**src/rtl/rvfi_csr_unit.sv**
```systemverilog
// Zicsr execution unit (CSRRW/S/C and immediate forms) for mcycle and mscratch.
// Produces the RVFI retire trace, including the per-CSR rmask/wmask/rdata/wdata channel.
module rvfi_csr_unit #(
   parameter int unsigned XLEN = 32
) (
   input  logic              clock,
   input  logic              reset,
   input  logic              in_valid,
   output logic              in_ready,
   input  logic [31:0]       in_insn,
   input  logic [XLEN-1:0]   in_rs1_rdata,
   output logic              rvfi_valid,
   output logic [63:0]       rvfi_order,
   output logic [31:0]       rvfi_insn,
   output logic              rvfi_trap,
   output logic [4:0]        rvfi_rs1_addr,
   output logic [XLEN-1:0]   rvfi_rs1_rdata,
   output logic [4:0]        rvfi_rd_addr,
   output logic [XLEN-1:0]   rvfi_rd_wdata,
   output logic [XLEN-1:0]   rvfi_csr_mcycle_rmask,
   output logic [XLEN-1:0]   rvfi_csr_mcycle_wmask,
   output logic [XLEN-1:0]   rvfi_csr_mcycle_rdata,
   output logic [XLEN-1:0]   rvfi_csr_mcycle_wdata,
   output logic [XLEN-1:0]   rvfi_csr_mscratch_rmask,
   output logic [XLEN-1:0]   rvfi_csr_mscratch_wmask,
   output logic [XLEN-1:0]   rvfi_csr_mscratch_rdata,
   output logic [XLEN-1:0]   rvfi_csr_mscratch_wdata
);

   localparam logic [6:0]  OPC_SYSTEM   = 7'b1110011;
   localparam logic [11:0] CSR_MCYCLE   = 12'hB00;
   localparam logic [11:0] CSR_MSCRATCH = 12'h340;
   localparam logic [XLEN-1:0] ONES     = {XLEN{1'b1}};

   typedef enum logic {IDLE, EXEC} state_t;

   state_t            state_q, state_d;
   logic              accept;
   logic [31:0]       insn_q;
   logic [XLEN-1:0]   rs1_q;
   logic [XLEN-1:0]   mcycle_q, mcycle_d;
   logic [XLEN-1:0]   mscratch_q, mscratch_d;
   logic [63:0]       order_q;

   // decode / execute signals, valid while in EXEC
   logic [1:0]        f3;
   logic [4:0]        rs1_field, rd_field;
   logic [11:0]       csr_idx;
   logic              sel_mcycle, sel_mscratch, legal, rd_en, wr_en;
   logic [XLEN-1:0]   arg, old_val, new_val;
   logic [XLEN-1:0]   t_rmask, t_wmask, t_rdata, t_wdata, t_rd_wdata;
   logic [4:0]        t_rd_addr;

   // state register
   always_ff @(posedge clock) begin
      if (reset) state_q <= IDLE;
      else       state_q <= state_d;
   end

   // next-state logic
   always_comb begin
      state_d = state_q;
      accept  = 1'b0;
      case (state_q)
         IDLE: begin
            if (in_valid && in_ready) begin
               accept  = 1'b1;
               state_d = EXEC;
            end
         end
         EXEC:    state_d = IDLE;
         default: state_d = IDLE;
      endcase
   end

   // instruction decode and CSR read-modify-write
   always_comb begin
      f3           = insn_q[13:12];
      rs1_field    = insn_q[19:15];
      rd_field     = insn_q[11:7];
      csr_idx      = insn_q[31:20];
      sel_mcycle   = (csr_idx == CSR_MCYCLE);
      sel_mscratch = (csr_idx == CSR_MSCRATCH);
      legal        = (insn_q[6:0] == OPC_SYSTEM) && (f3 != 2'd0) &&
                     (sel_mcycle || sel_mscratch);
      arg          = insn_q[14] ? XLEN'(rs1_field) : rs1_q;
      old_val      = sel_mcycle ? mcycle_q : mscratch_q;
      rd_en        = !((f3 == 2'd1) && (rd_field == 5'd0));
      wr_en        = (f3 == 2'd1) || (rs1_field != 5'd0);

      case (f3)
         2'd1:    new_val = arg;
         2'd2:    new_val = old_val | arg;
         2'd3:    new_val = old_val & ~arg;
         default: new_val = '0;
      endcase

      t_rmask    = '0;
      t_wmask    = '0;
      t_rdata    = '0;
      t_wdata    = '0;
      t_rd_addr  = '0;
      t_rd_wdata = '0;
      if (legal) begin
         if (rd_en) begin
            t_rmask = ONES;
            t_rdata = old_val;
         end
         if (wr_en) begin
            t_wmask = ONES;
            t_wdata = new_val;
         end
         t_rd_addr  = rd_field;
         t_rd_wdata = (rd_field != 5'd0) ? old_val : '0;
      end

      // a CSR write to mcycle replaces that cycle's increment
      mcycle_d   = mcycle_q + XLEN'(1);
      mscratch_d = mscratch_q;
      if ((state_q == EXEC) && legal && wr_en) begin
         if (sel_mcycle) mcycle_d   = new_val;
         else            mscratch_d = new_val;
      end
   end

   // datapath registers and RVFI trace outputs
   always_ff @(posedge clock) begin
      if (reset) begin
         in_ready                <= 1'b1;
         insn_q                  <= '0;
         rs1_q                   <= '0;
         mcycle_q                <= '0;
         mscratch_q              <= '0;
         order_q                 <= '0;
         rvfi_valid              <= 1'b0;
         rvfi_order              <= '0;
         rvfi_insn               <= '0;
         rvfi_trap               <= 1'b0;
         rvfi_rs1_addr           <= '0;
         rvfi_rs1_rdata          <= '0;
         rvfi_rd_addr            <= '0;
         rvfi_rd_wdata           <= '0;
         rvfi_csr_mcycle_rmask   <= '0;
         rvfi_csr_mcycle_wmask   <= '0;
         rvfi_csr_mcycle_rdata   <= '0;
         rvfi_csr_mcycle_wdata   <= '0;
         rvfi_csr_mscratch_rmask <= '0;
         rvfi_csr_mscratch_wmask <= '0;
         rvfi_csr_mscratch_rdata <= '0;
         rvfi_csr_mscratch_wdata <= '0;
      end else begin
         in_ready   <= (state_d == IDLE);
         mcycle_q   <= mcycle_d;
         mscratch_q <= mscratch_d;
         rvfi_valid <= 1'b0;
         if (accept) begin
            insn_q <= in_insn;
            rs1_q  <= in_rs1_rdata;
         end
         if (state_q == EXEC) begin
            rvfi_valid              <= 1'b1;
            rvfi_order              <= order_q;
            order_q                 <= order_q + 64'(1);
            rvfi_insn               <= insn_q;
            rvfi_trap               <= !legal;
            rvfi_rs1_addr           <= rs1_field;
            rvfi_rs1_rdata          <= rs1_q;
            rvfi_rd_addr            <= t_rd_addr;
            rvfi_rd_wdata           <= t_rd_wdata;
            rvfi_csr_mcycle_rmask   <= sel_mcycle   ? t_rmask : '0;
            rvfi_csr_mcycle_wmask   <= sel_mcycle   ? t_wmask : '0;
            rvfi_csr_mcycle_rdata   <= sel_mcycle   ? t_rdata : '0;
            rvfi_csr_mcycle_wdata   <= sel_mcycle   ? t_wdata : '0;
            rvfi_csr_mscratch_rmask <= sel_mscratch ? t_rmask : '0;
            rvfi_csr_mscratch_wmask <= sel_mscratch ? t_wmask : '0;
            rvfi_csr_mscratch_rdata <= sel_mscratch ? t_rdata : '0;
            rvfi_csr_mscratch_wdata <= sel_mscratch ? t_wdata : '0;
         end
      end
   end

endmodule

```
**config.mk**
```make
export PLATFORM = sky130hd
export DESIGN_NAME = rvfi_csr_unit
export DESIGN_NICKNAME = d
export VERILOG_FILES = /design/src/rtl/rvfi_csr_unit.sv
export SDC_FILE = /design/constraint.sdc
export NUM_CORES = 1
export LEC_CHECK = 0
export CAP_MARGIN = 20
export CORE_UTILIZATION = 49
export CTS_CLUSTER_DIAMETER = 30
export DETAILED_ROUTE_END_ITERATION = 10
export PLACE_DENSITY = 0.85
export SYNTH_ARGS = -nofsm -noshare
export SYNTH_HDL_FRONTEND = slang
export SYNTH_SLANG_ARGS = --single-unit
export TNS_END_PERCENT = 100
```
**constraint.sdc**
```tcl
create_clock -name clock -period 2.9 [get_ports clock]
set_input_delay 0.58 -clock clock [delete_from_list [all_inputs] [get_ports clock]]
set_output_delay 0.58 -clock clock [all_outputs]
set_load 0.02 [all_outputs]
```
==> flow_metrics.tcl <==
set metrics [dict create \
    final_area_um2 27700 \
    netlist_area_um2 19700 \
    grt_max_degree 148 \
    synth.distinct_cells 61 \
    path_class "flip-flop to flip-flop" \
    combPwrFrac_pct 4.0 \
    crit_path_start "insn_q[25]" \
    clk_latency_ns 0.63 \
    post-cts-setup-buffers 0 \
    cp-endpoint "rvfi_csr_mscratch_wdata[13]" \
    slew_headroom_pct 40.1 \
    core.rowCount 72 \
    drive_gt1_share_pct 11.3 \
    grt_pass1_wl_um 105000 \
    path_max_fanout 35 \
    finalSetupTns_ns 0 \
    chipHeight_um 202 \
    arrival_ns 3.24 \
    dr.first_iter.drc_count 1870 \
    final_cell_mix "clkdlybuf4s50_1 (494), dfxtp_1 (491), nor2_1 (254), mux2i_1 (135), nand2_1 (126)" \
    grt_pass1_vias 17639 \
    syn-instance-count 2028 \
    numCtsBuffers 96 \
    clockBufferDepth 3 \
    r2r_cells 6 \
    cts_hold_buf 0 \
    grt_util_all_layers_pct 32.6 \
    grt-ovfl-total 0 \
    clkPwrFrac_pct 60.4 \
    port_buffers 495 \
    firstDrtPassIters 9 \
    drc_errors 0 \
    cts_tree "done" \
    cts.clk_slew.worst_paths_ns 0.05 \
    postRouteAntennaNets 0 \
    skew_ns 0.0269 \
    r2r_slack_ns 0.13 \
    hold_violations 0 \
    min_path_type "primary input to flip-flop" \
    fin_nets 2465 \
    h-tree-depth 3 \
    ir_drop_uv 598 \
    ioPinCount 496 \
    clock_sinks 493 \
    grt_antenna_before_repair 3 \
    yosys_warnings 0 \
    root_buffer "clkbuf_16" \
    start_kind "flip-flop" \
    seqPwrFrac_pct 35.7 \
    p_per_area_nw_per_um2 707 \
    fin_crit_sh_pct 95.4 \
    switching_share_pct 22.7 \
    coreArea_um2 39100 \
    p_int_mw 15.1 \
    status "completed" \
    fmax_mhz 362 \
    maxSlewViolCount 0 \
    tightest_slew_ns 0.898 \
    place_area_um2 24200 \
    cp.required_ns 3.37 \
    synth-edff-count 0 \
    start_util_pct 50.3 \
    die_area_um2 40900 \
    power_leakage_nw 9.72 \
    end_kind "flip-flop" \
    ys_seq_area_share_pct 50.2 \
    layout_commonest_cell "clkdlybuf4s50_1" \
    vias_per_cell 5.98 \
    rsz0062_at_grt "no" \
    whs_ns 0.350 \
    synthArstFlopShare_pct 0 \
    ys.flop_type "dfxtp_1" \
    finalSetupViolCount 0 \
    syn_nets 2097 \
    p_switching_mw 4.45 \
    routed_wl_um 68600 \
    chipWidth_um 202 \
    wl_per_cell_um 22.9 \
    synth_area_per_cell_um2 9.69 \
    r2r_end "rvfi_csr_mscratch_wdata[13]" \
    fin_crit_ns 2.77 \
    post_cts_resized 0 \
    hpwl_um 44900 \
    vias 17951 \
    gp_congestion 0.897 \
    drv_cap 0 \
    area_growth_pct 41.0 \
    r2r-start "insn_q[25]" \
    ys_ff_latch 493 \
]
layer usage:
| metal | GRT usage [%] | wire, um | vias up |
|---|---|---|---|
| met5 | 0 | 0 | - |
| met4 | 13.2 | 2590 | 0 |
| met3 | 7.53 | 6410 | 188 |
| met2 | 54.5 | 32900 | 1069 |
| met1 | 40.5 | 26700 | 8729 |
| li1 | - | - | 7965 |
state kept, by name (all words and copies together), names as in the netlist, 5 cells and up:
signal	flops
rvfi_rs1_rdata	32
rvfi_rd_addr	5
rvfi_csr_mscratch_rdata	32
mcycle_q	32
rvfi_csr_mscratch_wdata	32
rvfi_rd_wdata	32
rvfi_order	64
order_q	64
rvfi_insn	32
rvfi_csr_mcycle_rdata	32
insn_q	32
mscratch_q	32
rs1_q	32
rvfi_csr_mcycle_wdata	32
Yosys cell counts, drive strengths merged, types with 3 or more instances:
cell type	n	share of area, %
a211oi	41	1.6
and4	13	0.58
nor2	256	4.9
a21oi	52	1.3
nor2b	3	0.096
and2	9	0.30
nand2	126	2.4
o21ai	90	2.3
o31ai	8	0.31
mux2	33	1.9
a22oi	39	1.5
clkbuf	113	2.2
or4	11	0.46
xor2	23	1.0
or3	19	0.60
a32o	32	1.6
a31o	3	0.13
nor4	23	1.0
nand4b	5	0.22
o21a	4	0.15
a22o	96	4.3
a31oi	9	0.29
or4b	3	0.15
xnor2	35	1.6
a32oi	23	1.0
o41ai	7	0.31
buf	156	5.7
nor3	25	0.69
mux2i	135	6.9
o22ai	10	0.32
inv	14	0.27
and3	14	0.45
nand3	47	1.2
nand4	40	1.3
dfxtp	493	50
critical path: stages, from the launching register on:
cell and delay [ns]:
dfxtp_1 0.38, and4bb_2 0.30, nand4_1 0.16, buf_4 0.53, mux2_2 0.44, a32oi_1 0.56, o21ai_0 0.19
power groups by stage:
stage	Combinational [mW]	Sequential, mW	Clock [mW]
after CTS	0.763	6.98	11.9
after detailed placement	0.755	7.11	0
after global routing	0.810	6.99	12.2
final	0.775	6.99	11.8
after global placement	0.740	7.11	0
after floorplan	0.412	7.09	0
stage by stage:
step	power (mW)	worst slack [ns]	cells	utilization, %
after floorplan	7.50	0.701	2028	-
after global placement	7.85	0.388	2816	61.9
after detailed placement	7.87	0.291	2816	61.9
after CTS	19.6	0.197	2996	70.8
after global routing	20.0	0.102	2997	70.8
final	19.6	0.134	3000	70.9
worst min-delay path by stage:
stage                                           from                         end  slack (ns)  depth (start not counted)
after floorplan                          order_q[63]                 order_q[63]        0.45                          2
after global placement     rvfi_csr_mcycle_wdata[25]   rvfi_csr_mcycle_wdata[25]        0.44                          2
after detailed placement  rvfi_csr_mscratch_wdata[0]  rvfi_csr_mscratch_wdata[0]        0.45                          2
after CTS                                      reset                rvfi_insn[7]        0.34                          2
after global routing                           reset          rvfi_rs1_rdata[25]        0.37                          2
final                                          reset                rvfi_insn[6]        0.35                          2
cell type report:
| cell class | count | area [um2] |
|---|---|---|
| flip-flops and latches | 493 | 9870 |
| clock inverters | 62 | 886 |
| multi-input cells | 1250 | 8240 |
| clock buffers | 118 | 2610 |
| repair buffers | 539 | 5380 |
| diodes | 4 | 10.0 |
| well taps | 518 | 648 |
| fillers | 2665 | 11400 |
| inverters | 16 | 60.1 |
cells by family (layout without fill, tap and decap cells):
group | Yosys count | in the layout | share of synthesized area [%]
DFF | 493 | 493 | 50.2
other | 0 | 4 | 0
muxes | 168 | 168 | 8.77
xor gates and xnor gates | 58 | 58 | 2.59
AOI/OAI and AO/OA | 421 | 421 | 15.4
and+or+nand+nor | 601 | 601 | 14.7
adders and majority gates | 2 | 2 | 0.127
buffers and inverters | 285 | 735 | 8.13
(Power assumes the default switching activity.)
